$ cat config.mk
export PLATFORM = sky130hd
export DESIGN_NAME = dmem_arb
export DESIGN_NICKNAME = d
export VERILOG_FILES = /design/src/rtl/dmem_arb.sv
export SDC_FILE = /design/constraint.sdc
export NUM_CORES = 1
export LEC_CHECK = 0
export BUFFER_PORTS_ARGS = -buffer_cell sky130_fd_sc_hd__buf_2
export CORE_MARGIN = 5
export CORE_UTILIZATION = 41
export CTS_CLUSTER_DIAMETER = 100
export DETAILED_ROUTE_END_ITERATION = 7
export HOLD_SLACK_MARGIN = 0.08
export PLACE_DENSITY = 0.83
export RECOVER_POWER = 50
export SLEW_MARGIN = 20
export SYNTH_ARGS = -nofsm -noshare
export SYNTH_HDL_FRONTEND = slang
export SYNTH_SLANG_ARGS = --single-unit
$ cat constraint.sdc
create_clock -name clk -period 1.3 [get_ports clk]
set_input_delay 0.195 -clock clk [delete_from_list [all_inputs] [get_ports clk]]
set_output_delay 0.195 -clock clk [all_outputs]
set_load 0.005 [all_outputs]
$ cat src/rtl/dmem_arb.sv
// Two-requester arbiter/sequencer for the single-port data memory (A = CPU LSU, B = debug/DMA).
// Optional DMEM_ARB_ROUND_ROBIN_EN replaces fixed priority + MAX_HOLD starvation limit with round robin.

`ifndef DATA_ADDR_WIDTH
`define DATA_ADDR_WIDTH 8
`endif
`ifndef WORD_SIZE
`define WORD_SIZE 16
`endif

module dmem_arb #(
  parameter int unsigned MAX_HOLD = 4
) (
  input  logic                        clk,
  input  logic                        rst_n,
  input  logic                        a_req,
  input  logic                        a_we,
  input  logic [`DATA_ADDR_WIDTH-1:0] a_addr,
  input  logic [`WORD_SIZE-1:0]       a_wdata,
  output logic                        a_gnt,
  output logic                        a_rvalid,
  output logic [`WORD_SIZE-1:0]       a_rdata,
  input  logic                        b_req,
  input  logic                        b_we,
  input  logic [`DATA_ADDR_WIDTH-1:0] b_addr,
  input  logic [`WORD_SIZE-1:0]       b_wdata,
  output logic                        b_gnt,
  output logic                        b_rvalid,
  output logic [`WORD_SIZE-1:0]       b_rdata,
  output logic [`DATA_ADDR_WIDTH-1:0] m_addr,
  output logic                        m_read_en,
  output logic                        m_write_en,
  output logic [`WORD_SIZE-1:0]       m_write_data,
  input  logic [`WORD_SIZE-1:0]       m_read_data
);

  typedef enum logic {IDLE, ACCESS} state_t;
  typedef enum logic {PORT_A, PORT_B} port_t;

  state_t state, next_state;
  port_t  winner;
  port_t  cur;
  logic   rd_pend;
  logic   issue;

  logic                        sel_we;
  logic [`DATA_ADDR_WIDTH-1:0] sel_addr;
  logic [`WORD_SIZE-1:0]       sel_wdata;

`ifdef DMEM_ARB_ROUND_ROBIN_EN
  port_t last_gnt;
`else
  localparam logic [3:0] HOLD_LIMIT = 4'(MAX_HOLD);
  logic [3:0] hold_cnt;
`endif

  always_ff @(posedge clk or negedge rst_n) begin
    if (!rst_n) state <= IDLE;
    else        state <= next_state;
  end

  // NOTE: every always_comb output gets a default first so no path leaves it unassigned (no latch).
  always_comb begin
    next_state = state;
    case (state)
      IDLE:    if (a_req || b_req) next_state = ACCESS;
      ACCESS:  next_state = IDLE;
      default: next_state = IDLE;
    endcase
  end

  assign issue = (state == IDLE) && (a_req || b_req);

  always_comb begin
    winner = PORT_A;
`ifdef DMEM_ARB_ROUND_ROBIN_EN
    if (a_req && b_req) winner = (last_gnt == PORT_A) ? PORT_B : PORT_A;
    else if (b_req)     winner = PORT_B;
`else
    if (b_req && (!a_req || hold_cnt >= HOLD_LIMIT)) winner = PORT_B;
`endif
  end

  assign sel_we    = (winner == PORT_B) ? b_we    : a_we;
  assign sel_addr  = (winner == PORT_B) ? b_addr  : a_addr;
  assign sel_wdata = (winner == PORT_B) ? b_wdata : a_wdata;

  // NOTE: sequential state uses non-blocking assignments only, so all registers see pre-edge values.
  always_ff @(posedge clk or negedge rst_n) begin
    if (!rst_n) begin
      a_gnt        <= 1'b0;
      b_gnt        <= 1'b0;
      a_rvalid     <= 1'b0;
      b_rvalid     <= 1'b0;
      a_rdata      <= '0;
      b_rdata      <= '0;
      m_addr       <= '0;
      m_read_en    <= 1'b0;
      m_write_en   <= 1'b0;
      m_write_data <= '0;
      cur          <= PORT_A;
      rd_pend      <= 1'b0;
    end else begin
      a_gnt      <= 1'b0;
      b_gnt      <= 1'b0;
      m_read_en  <= 1'b0;
      m_write_en <= 1'b0;
      a_rvalid   <= rd_pend && (cur == PORT_A);
      b_rvalid   <= rd_pend && (cur == PORT_B);
      rd_pend    <= issue && !sel_we;
      // Memory clocks on the inverted clock, so its read word is ready by the edge ending ACCESS.
      if (rd_pend) begin
        if (cur == PORT_A) a_rdata <= m_read_data;
        else               b_rdata <= m_read_data;
      end
      if (issue) begin
        cur          <= winner;
        m_addr       <= sel_addr;
        m_write_data <= sel_wdata;
        m_write_en   <= sel_we;
        m_read_en    <= !sel_we;
        a_gnt        <= (winner == PORT_A);
        b_gnt        <= (winner == PORT_B);
      end
    end
  end

`ifdef DMEM_ARB_ROUND_ROBIN_EN
  always_ff @(posedge clk or negedge rst_n) begin
    if (!rst_n)     last_gnt <= PORT_B;
    else if (issue) last_gnt <= winner;
  end
`else
  // Counts A grants made while B waits; saturates at the limit.
  always_ff @(posedge clk or negedge rst_n) begin
    if (!rst_n) begin
      hold_cnt <= '0;
    end else if (issue) begin
      if (winner == PORT_B || !b_req) hold_cnt <= '0;
      else if (hold_cnt < HOLD_LIMIT) hold_cnt <= hold_cnt + 4'd1;
    end
  end
`endif

endmodule

After elaboration in Yosys (flattened, before gate mapping):

Cells that the tools add are included.

* add/sub/neg operators: 1
* $mul: 0
* divide/modulo/power cells: 0
* order comparisons: 2
* equal/unequal tests: 0
* shifts and indexed selects: 0
* multiplexer cells: 12
* bitwise operators: 3
* reduce and logical (&&, ||, !) cells: 15

Operators with widths (count)
* $mux W16: 1
* $mux W4: 2
* $mux W8: 1
* $mux W1: 7
* $reduce_and A2 Y1: 3
* $logic_and A1 B1 Y1: 5
* $add A4 B1 Y4 const B: 1
* $ge A4 B3 Y1 const B: 1
* $lt A4 B3 Y1 const B: 1
* $logic_not A1 Y1: 3
* $logic_or A1 B1 Y1: 3
* $not A1 Y1: 3
* $pmux W1 S2: 1
* $reduce_bool A2 Y1: 1

* register bits: 69
* latch bits: 0
* memory bits (writable): 0
* bits in read-only memories: 0
* input port bits: 70
* output and inout port bits: 62
* word-level logic and storage cells: 47
* memories: 0

Depth between registers and ports, before layout:

Gate-level depths: netlist (run 1).

* word-level depth: 7
* depth in mapped cells: 5
* depth with buffers taken out: 3

Worst setup path before layout (run 1):

Ideal clock, no wire load.

* path type: flip-flop to flip-flop
* start point: register, netlist name m_read_en
* end point: register a_rdata[12]
* library setup time: 125 ps
* data arrival time: 1206 ps
* data required time: 1175 ps
* setup slack: -31 ps
* stages on the path, launching flop included: 5
* period minus slack after synthesis: 1331 ps
* cells stage by stage: dfrtp_1 > nor2b_1 > buf_2 > buf_2 > mux2_2

RTL lines
* end signal: assignment: RTL line 113 `if (cur == PORT_A) a_rdata <= m_read_data;`
* end: declaration: RTL line 22 `` output logic [`WORD_SIZE-1:0] a_rdata, ``

Final worst setup path (run 1):

* start point: register hold_cnt[2]
* end point: register m_write_data[8]

* word-level cells in the longest chain between the ends: 5

RTL lines
* start: declaration: RTL line 54 `logic [3:0] hold_cnt;`
* start signal: assignment: RTL line 140 `else if (hold_cnt < HOLD_LIMIT) hold_cnt <= hold_cnt + 4'd1;`
* $ge A4 B3 Y1: RTL line 80 `if (b_req && (!a_req || hold_cnt >= HOLD_LIMIT)) winner = PORT_B;`
* $logic_or A1 B1 Y1: RTL line 80
* $logic_and A1 B1 Y1: RTL line 80
* $mux W1: RTL line 80
* $mux W16: RTL line 86 `assign sel_wdata = (winner == PORT_B) ? b_wdata : a_wdata;`
* end signal: assignment: RTL line 119 `m_write_data <= sel_wdata;`
* end: declaration: RTL line 33 `` output logic [`WORD_SIZE-1:0] m_write_data, ``

No other way between the ends.
A chain may end at the register's enable or synchronous reset.

==> results of run 1 <==
==> routing by layer <==
metal | global-route usage | vias up | part of all wire
met3 | 0.0570 | 12 | 0.081
met2 | 0.267 | 88 | 0.51
li1 | - | 976 | -
met4 | 0.0782 | 0 | 0.014
met5 | 0 | - | 0
met1 | 0.190 | 1007 | 0.40
==> power groups by stage <==
stage / clock network [mW] / registers (mW) / logic [mW]
5_1_grt: 1.75 / 3.04 / 1.84
4_1_cts: 1.65 / 2.96 / 1.70
6_report: 1.62 / 2.96 / 1.67
3_3_place_gp: 0 / 2.96 / 1.59
2_1_floorplan: 0 / 3.03 / 0.689
3_5_place_dp: 0 / 2.99 / 1.65
==> state kept, by name (all words and copies together) (netlist names) <==
name	count
b_rdata	16
b_rvalid	1
a_rdata	16
m_read_en	1
hold_cnt	4
cur	1
m_write_data	16
a_gnt	1
state	1
b_gnt	1
m_addr	8
a_rvalid	1
m_write_en	1
==> cell type report <==
cell class | instances | area [um2]
Tap cell | 77 | 96.3
Multi-Input combinational cell | 98 | 930
Fill cell | 527 | 2510
Timing Repair Buffer | 156 | 946
Clock buffer | 14 | 183
Clock inverter | 1 | 5.00
Inverter | 3 | 11.3
Sequential cell | 68 | 1700
==> how the worst min path moves through the flow <==
stage	start	to	slack (ns)	depth (start not counted)
final	a_addr[7]	m_addr[7]	0.1	2
after global routing	a_wdata[7]	m_write_data[7]	0.08	2
after CTS	a_wdata[1]	m_write_data[1]	0.08	2
after detailed placement	rst_n	b_rdata[2]	0.24	2
after global placement	rst_n	b_rdata[2]	0.24	2
after floorplan	rst_n	a_gnt	-0.10	0
==> layout by cell type (no fill, tap or decap) <==
| cell | instances |
|---|---|
| dlygate4sd3_1 | 10 |
| clkbuf_16 | 1 |
| and4b_1 | 1 |
| a211oi_4 | 1 |
| buf_12 | 5 |
| a21o_1 | 1 |
| nor2_4 | 1 |
| a221o_1 | 24 |
| clkinv_2 | 1 |
| clkbuf_8 | 13 |
| buf_4 | 7 |
| inv_1 | 3 |
| nor2b_2 | 1 |
| a22o_1 | 3 |
| ha_1 | 1 |
| a211o_1 | 1 |
| nand2_1 | 1 |
| and2_1 | 24 |
| o21ai_2 | 1 |
| o21bai_4 | 1 |
| mux2_2 | 30 |
| buf_2 | 123 |
| a21oi_1 | 1 |
| mux2_1 | 3 |
| dfrtp_1 | 68 |
| and3b_2 | 1 |
| and2_4 | 1 |
| buf_6 | 2 |
| nand3b_1 | 1 |
| clkbuf_1 | 9 |
==> stage by stage <==
step / std cells / power [mW] / worst slack, ns
floorplan: 180 / 3.72 / 0.00598
global placement: 386 / 4.55 / 0.00786
detailed placement: 386 / 4.64 / -0.0528
CTS: 411 / 6.32 / -0.0253
global route: 417 / 6.63 / -0.116
finish: 417 / 6.25 / -0.0703
==> cells by family (layout without fill, tap and decap cells) <==
kind of cell               Yosys count  count (layout)  synth area share
DFF                                 68              68             0.630
AOI/OAI and AO/OA                   33              33             0.119
muxes                               33              33             0.138
and+or+nand+nor                     31              31            0.0736
buffers and inverters               14             174            0.0357
adders and majority gates            1               1           0.00463
==> what timing repair did <==
item,in CTS,in global routing
hold buffers,7,3
gates cloned,1,1
endpoints found under the hold margin,72,2
pin swaps,1,0
buffers inserted,2,2
setup endpoints to repair,24,24
gates resized for setup,3,4
==> results.json, run 1 <==
{
  "routabilityCongestion": 0.844,
  "worstPathMaxFanout": 26,
  "wl_per_cell_um": 16.0,
  "fin_ws_ns": -0.0703,
  "rows": 29,
  "grt_pass1_vias": 2241,
  "netSwitchingPower_mw": 1.66,
  "die_w_um": 91.2,
  "synth_largest_area_cell": "dfrtp_1",
  "endpoint_kind": "register",
  "startpoint": "hold_cnt[2]",
  "wl_um": 6690,
  "grt_usage": 0.163,
  "final_util": 0.606,
  "drt_pass1_iterations": 4,
  "r2r_cells": 4,
  "syn_area_per_cell_um2": 15.0,
  "ys_warn_count": 0,
  "holdWs_ns": 0.0970,
  "place_hpwl_um": 4580,
  "synth_enable_flop_cells": 0,
  "htreeDepth": 3,
  "drive_gt1_frac": 0.556,
  "critPathBufInv": 1,
  "cts_root_buf": "clkbuf_8",
  "clkSinkCount": 68,
  "vias": 2083,
  "overflow": 0,
  "crit_path_end": "m_write_data[8]",
  "cp_slowest_stage_delay_ns": 0.46,
  "die_h_um": 91.2,
  "finalNetCount": 407,
  "dpl_cell_area_um2": 3520,
  "period_share": 1.05,
  "synth_top_flop_cell": "dfrtp_1",
  "synth.distinct_cells": 23,
  "syn_inst": 180,
  "power_density_nw_per_um2": 1610,
  "finalSetupTns_ns": -1.32,
  "p_int_mw": 4.59,
  "io_buffers": 131,
  "swShare": 0.266,
  "clock_latency_ns": 0.33,
  "synth.net_count": 251,
  "synth_top_area_frac": 0.630,
  "synth_common_cells": "68 x dfrtp_1, 30 x mux2_2, 25 x and2_1",
  "async_reset_ff_frac": 1.00,
  "comb_power_share": 0.268,
  "fmax_mhz": 730,
  "grt_max_degree": 69,
  "p_clk_frac": 0.258,
  "min_path_type": "in -> reg",
  "cts_tree": "done",
  "rsz0062_at_grt": "true",
  "finalClockSkew_ns": 0.0105,
  "initial_core_util": 0.423,
  "maxSlewViolCount": 0,
  "cp_slowest_cell": "dfrtp_1",
  "setup_violations": 24,
  "grt_pass1_wl_um": 10800,
  "synth.top_cells.by_area": "dfrtp_1 63%, mux2_2 13%, a221o_1 8.9%, and2_1 5.8%, buf_6 2.1%",
  "design_area_um2": 3870,
  "coreArea_um2": 6390,
  "num_io_pins": 132,
  "hold_viol": 0,
  "synth.most_common_cell": "dfrtp_1",
  "crit_cells": 4,
  "r2r-end": "m_write_data[8]",
  "crit_path_start_kind": "register",
  "status": "finished, violations left",
  "avgViaCountPerCell": 5.00,
  "period_needed_ns": 1.37,
  "diodes": 0,
  "drt_iter0_drc": 52,
  "drc": 0,
  "ys_seq_elements": 68,
  "power.leakage_nw": 1.95,
  "netlist_area_um2": 2700,
  "ant_nets": 0,
  "dieArea_um2": 8310,
  "areaGrowthSynthToFinish_pct": 43.4,
  "numCtsBuffers": 9,
  "required_ns": 1.50,
  "grt_antenna_before_repair": 0,
  "critPathKind": "reg -> reg",
  "arrival_ns": 1.57,
  "crit_chain": "o21ai_2 -> and3b_2 -> buf_12 -> a221o_1",
  "r2r_start": "hold_cnt[2]",
  "reg2reg_slack_ns": -0.07,
  "power_frac_seq": 0.474,
  "clk_pin_slew_ns": 0.07,
  "yosysSeqAreaShare": 0.630,
  "violations": "setup timing",
  "peakVddDrop_mv": 1.06,
  "max_cap_viol_count": 0,
  "critPathTopFamily": "flip-flops",
  "tightestPinTransition_ns": 0.598,
  "max_slew_margin": 0.601,
  "clock_path_buffers": 2
}
Note: power is estimated with default switching activity, not from simulation.
==> run 2: changes to the inputs <==
CORE_UTILIZATION = 49   (was 41)
GPL_TIMING_DRIVEN = 0   (was default)
PLACE_DENSITY = 0.92   (was 0.83)
clock period = 1.6 ns   (was 1.3 ns; I/O delays follow)
==> run 2 against run 1 <==
Combinational power is 25% lower. Critical path type unchanged. Cell count is 3.8% lower. Die area is 15% lower. The run now ends clean. Largest power group unchanged.
==> results.json, run 2 (synthesized netlist as in run 1, its figures left out) <==
{
  "grt_pass1_wl_um": 10400,
  "layout_commonest_cell": "buf_2",
  "peakVddDrop_mv": 0.823,
  "clock_path_buffers": 2,
  "drt_iter0_drc": 27,
  "grt_antenna_before_repair": 0,
  "period_share": 0.934,
  "comb_power_share": 0.228,
  "r2r_cells": 3,
  "dieArea_um2": 7100,
  "die_w_um": 84.3,
  "diodes": 0,
  "m1WireLength_um": 2510,
  "hold_viol": 0,
  "cts-resized-gates": 0,
  "htreeDepth": 3,
  "cts_root_buf": "clkbuf_8",
  "tightestPinTransition_ns": 0.768,
  "dpl_cell_area_um2": 3470,
  "cts_setup_buffers": 0,
  "drt_pass1_iterations": 4,
  "crit_path_start_kind": "register",
  "min_path_cells": 2,
  "finalNetCount": 395,
  "swShare": 0.245,
  "critPathKind": "reg -> reg",
  "die_h_um": 84.3,
  "fmax_mhz": 669,
  "rows": 27,
  "r2r_start": "cur",
  "setup_violations": 0,
  "reg2reg_slack_ns": 0.10,
  "p_int_mw": 4.16,
  "num_io_pins": 132,
  "drive_gt1_frac": 0.529,
  "maxSlewViolCount": 0,
  "coreArea_um2": 5440,
  "overflow": 0,
  "place_hpwl_um": 4830,
  "routabilityCongestion": 0.804,
  "ant_nets": 0,
  "wl_met3_um": 548,
  "vias": 2051,
  "clk_pin_slew_ns": 0.07,
  "drc": 0,
  "wl_per_cell_um": 15.8,
  "period_needed_ns": 1.50,
  "clkSinkCount": 68,
  "netSwitchingPower_mw": 1.35,
  "design_area_um2": 3710,
  "hold_buffers": 1,
  "arrival_ns": 1.69,
  "numCtsBuffers": 9,
  "max_slew_margin": 0.488,
  "wl_met2_um": 3170,
  "finalPower_mw": 5.52,
  "power_density_nw_per_um2": 1480,
  "finalSetupTns_ns": 0,
  "grt_usage": 0.184,
  "r2r-end": "b_rdata[8]",
  "rsz0062_at_grt": "false",
  "status": "completed",
  "min_path_type": "in -> reg",
  "top_regs": "a_rdata: 16 flops, b_rdata: 16 flops, m_write_data: 16 flops",
  "areaGrowthSynthToFinish_pct": 37.5,
  "startpoint": "cur",
  "final_util": 0.683,
  "cts_tree": "done",
  "required_ns": 1.80,
  "p_clk_frac": 0.334,
  "initial_core_util": 0.497,
  "finalClockSkew_ns": 0.00669,
  "grt_max_degree": 39,
  "avgViaCountPerCell": 5.11,
  "top_layer_used": "met4",
  "wl_um": 6330,
  "grt_pass1_vias": 2178,
  "power.leakage_nw": 1.87,
  "max_cap_viol_count": 0,
  "mostFrequentLayoutCells": "122 x buf_2, 68 x dfrtp_1, 30 x mux2_2",
  "io_buffers": 131,
  "worstPathMaxFanout": 10,
  "clock_latency_ns": 0.32,
  "power_frac_seq": 0.438,
  "endpoint_kind": "register",
  "n_fill_cell": 404,
  "crit_path_end": "b_rdata[8]"
}
run 2: critical path, stage by stage (launching register included):
cell	delay [ns]
dfrtp_1	0.40
nand2_1	0.29
buf_2	0.32
mux2_2	0.37
run 2: final cells by class:
class / count / area, um2 / area share
buffer: 11 / 85.1 / 0.0229
clock buffer: 12 / 145 / 0.0391
clock inverter: 4 / 120 / 0.0323
inverter: 3 / 11.3 / 0.00303
multi-input combinational: 98 / 901 / 0.243
sequential: 68 / 1700 / 0.458
tap: 72 / 90.1 / 0.0243
timing repair buffer: 133 / 661 / 0.178
run 2: how the worst min path moves through the flow:
stage | to | slack (ns) | start
floorplan | a_gnt | -0.06 | rst_n
global placement | a_rdata[14] | 0.46 | a_rdata[14]
detailed placement | b_rdata[2] | 0.20 | rst_n
CTS | m_write_data[0] | 0.12 | a_wdata[0]
global route | m_addr[6] | 0.11 | b_addr[6]
finish | m_write_data[0] | 0.14 | a_wdata[0]
run 2: per-stage QoR:
step                      hold slack [ns]  worst slack (ns)  cells
after floorplan                   -0.0556             0.269    180
after global placement              0.464            0.0511    383
after detailed placement            0.199            0.0800    384
after CTS                           0.122            0.0756    401
after global routing                0.111            0.0152    401
final                               0.139             0.105    401
run 2: routing by layer:
layer  up-vias  track usage
met4         0       0.0804
met3        12       0.0618
li1        955            -
met2        89        0.300
met1       995        0.223
met5         -            0
run 2: power by group through the flow:
stage,clock network [mW],logic (mW),registers (mW)
finish,1.84,1.26,2.42
global route,1.95,1.39,2.48
CTS,1.87,1.32,2.41
detailed placement,0,1.32,2.44
global placement,0,1.26,2.40
floorplan,0,0.558,2.46
==> run 3: changes to the inputs <==
ABC_CLOCK_PERIOD_IN_PS = 1800   (was default)
CORE_ASPECT_RATIO = 1.25   (was default)
clock period = 1.8 ns   (was 1.6 ns; I/O delays follow)
==> run 3 against run 2 <==
Non-clock buffer count fell by 1. Global-route usage is 0.51 points lower. Largest power group unchanged. Combinational power fell by 14%. Highest routed layer unchanged. Total power is 22% lower. Worst setup slack improved by 0.20 ns. Largest cell class unchanged.
==> results.json, run 3 (synthesized netlist as in run 1, its figures left out) <==
{
  "status": "completed",
  "overflow": 0,
  "critPathKind": "reg -> reg",
  "clock_path_buffers": 2,
  "numCtsBuffers": 9,
  "power_density_nw_per_um2": 1200,
  "clock_latency_ns": 0.33,
  "grt_pass1_vias": 2180,
  "tightestPinTransition_ns": 0.881,
  "power.leakage_nw": 1.75,
  "worstPathMaxFanout": 10,
  "clkSinkCount": 68,
  "fmax_mhz": 667,
  "multi_input_area_um2": 901,
  "initial_core_util": 0.500,
  "peakVddDrop_mv": 0.603,
  "arrival_ns": 1.71,
  "r2r_start": "cur",
  "place_hpwl_um": 4550,
  "required_ns": 2.01,
  "die_h_um": 93.0,
  "endpoint_kind": "register",
  "drt_pass1_iterations": 4,
  "layout_commonest_cell": "buf_2",
  "die_w_um": 76.4,
  "n_fill_cell": 430,
  "avgViaCountPerCell": 5.16,
  "num_io_pins": 132,
  "grt_max_degree": 69,
  "setup_violations": 0,
  "wl_um": 6130,
  "clk_pin_slew_ns": 0.07,
  "startpoint": "cur",
  "maxSlewViolCount": 0,
  "mostFrequentLayoutCells": "99 x buf_2, 68 x dfrtp_1, 38 x clkbuf_1",
  "grt_pass1_wl_um": 10100,
  "drive_gt1_frac": 0.456,
  "vias": 2017,
  "grt_antenna_before_repair": 0,
  "r2r_cells": 3,
  "areaGrowthSynthToFinish_pct": 32.2,
  "crit_path_end": "b_rdata[12]",
  "cts_tree": "done",
  "cts-resized-gates": 0,
  "m1WireLength_um": 2210,
  "cts_setup_buffers": 0,
  "routabilityCongestion": 0.769,
  "finalNetCount": 394,
  "dieArea_um2": 7110,
  "cts_root_buf": "clkbuf_8",
  "diodes": 0,
  "htreeDepth": 3,
  "r2r-end": "b_rdata[12]",
  "wl_per_cell_um": 15.7,
  "wl_met3_um": 603,
  "finalSetupTns_ns": 0,
  "io_buffers": 131,
  "max_slew_margin": 0.413,
  "crit_path_start_kind": "register",
  "rows": 30,
  "place_ws_ns": 0.271,
  "coreArea_um2": 5410,
  "min_path_type": "in -> reg",
  "period_share": 0.833,
  "drc": 0,
  "hold_viol": 0,
  "top_regs": "a_rdata: 16 flops, b_rdata: 16 flops, m_write_data: 16 flops",
  "finalClockSkew_ns": 0.00645,
  "hold_buffers": 1,
  "wl_met2_um": 3230,
  "max_cap_viol_count": 0,
  "drt_iter0_drc": 37,
  "top_layer_used": "met4",
  "fin_ws_ns": 0.301,
  "regArea_um2": 1700,
  "period_needed_ns": 1.50,
  "ant_nets": 0,
  "rsz0062_at_grt": "false",
  "grt_usage": 0.179,
  "reg2reg_slack_ns": 0.30
}
-- run 3: worst min-delay path by stage --
| stage | start | to | slack (ns) | depth (start not counted) |
|---|---|---|---|---|
| after floorplan | rst_n | a_gnt | -0.03 | 0 |
| after global placement | a_rdata[11] | a_rdata[11] | 0.47 | 1 |
| after detailed placement | rst_n | m_write_data[2] | 0.42 | 1 |
| after CTS | b_wdata[2] | m_write_data[2] | 0.15 | 2 |
| after global routing | a_wdata[2] | m_write_data[2] | 0.14 | 2 |
| final | b_wdata[2] | m_write_data[2] | 0.16 | 2 |
-- run 3: per-layer routing --
metal / GRT usage / vias up
met5: 0 / -
met4: 0.0656 / 0
met3: 0.0713 / 11
met2: 0.315 / 103
met1: 0.193 / 957
li1: - / 946
-- run 3: report_power, final --
| group | switching [mW] | internal (mW) | total, mW | leakage, nW |
|---|---|---|---|---|
| Combinational | 0.455 | 0.628 | 1.08 | 0.835 |
| Sequential | 0.197 | 1.94 | 2.14 | 0.828 |
| Clock | 0.514 | 0.564 | 1.08 | 0.0893 |
| Total | 1.17 | 3.13 | 4.30 | 1.75 |
-- run 3: worst max-delay path, stage by stage, from the launching register on --
cell and delay, ns:
dfrtp_1 0.40, nand2_1 0.29, buf_2 0.33, mux2_2 0.37
-- run 3: per-stage QoR --
step	instances	total power, mW	area, um2	utilization	hold slack, ns
floorplan	180	2.69	2700	-	-0.0256
global placement	375	3.25	3440	0.636	0.465
detailed placement	375	3.32	3440	0.636	0.424
CTS	391	4.41	3620	0.669	0.150
global route	391	4.57	3570	0.661	0.142
finish	391	4.30	3570	0.661	0.164
-- run 3: final cells by class --
type                       instances  share of cell area
tap                               64              0.0224
timing repair buffer             132               0.175
sequential                        68               0.477
multi-input combinational         98               0.252
buffer                            11              0.0235
clock inverter                     2             0.00280
clock buffer                      13              0.0445
inverter                           3             0.00315
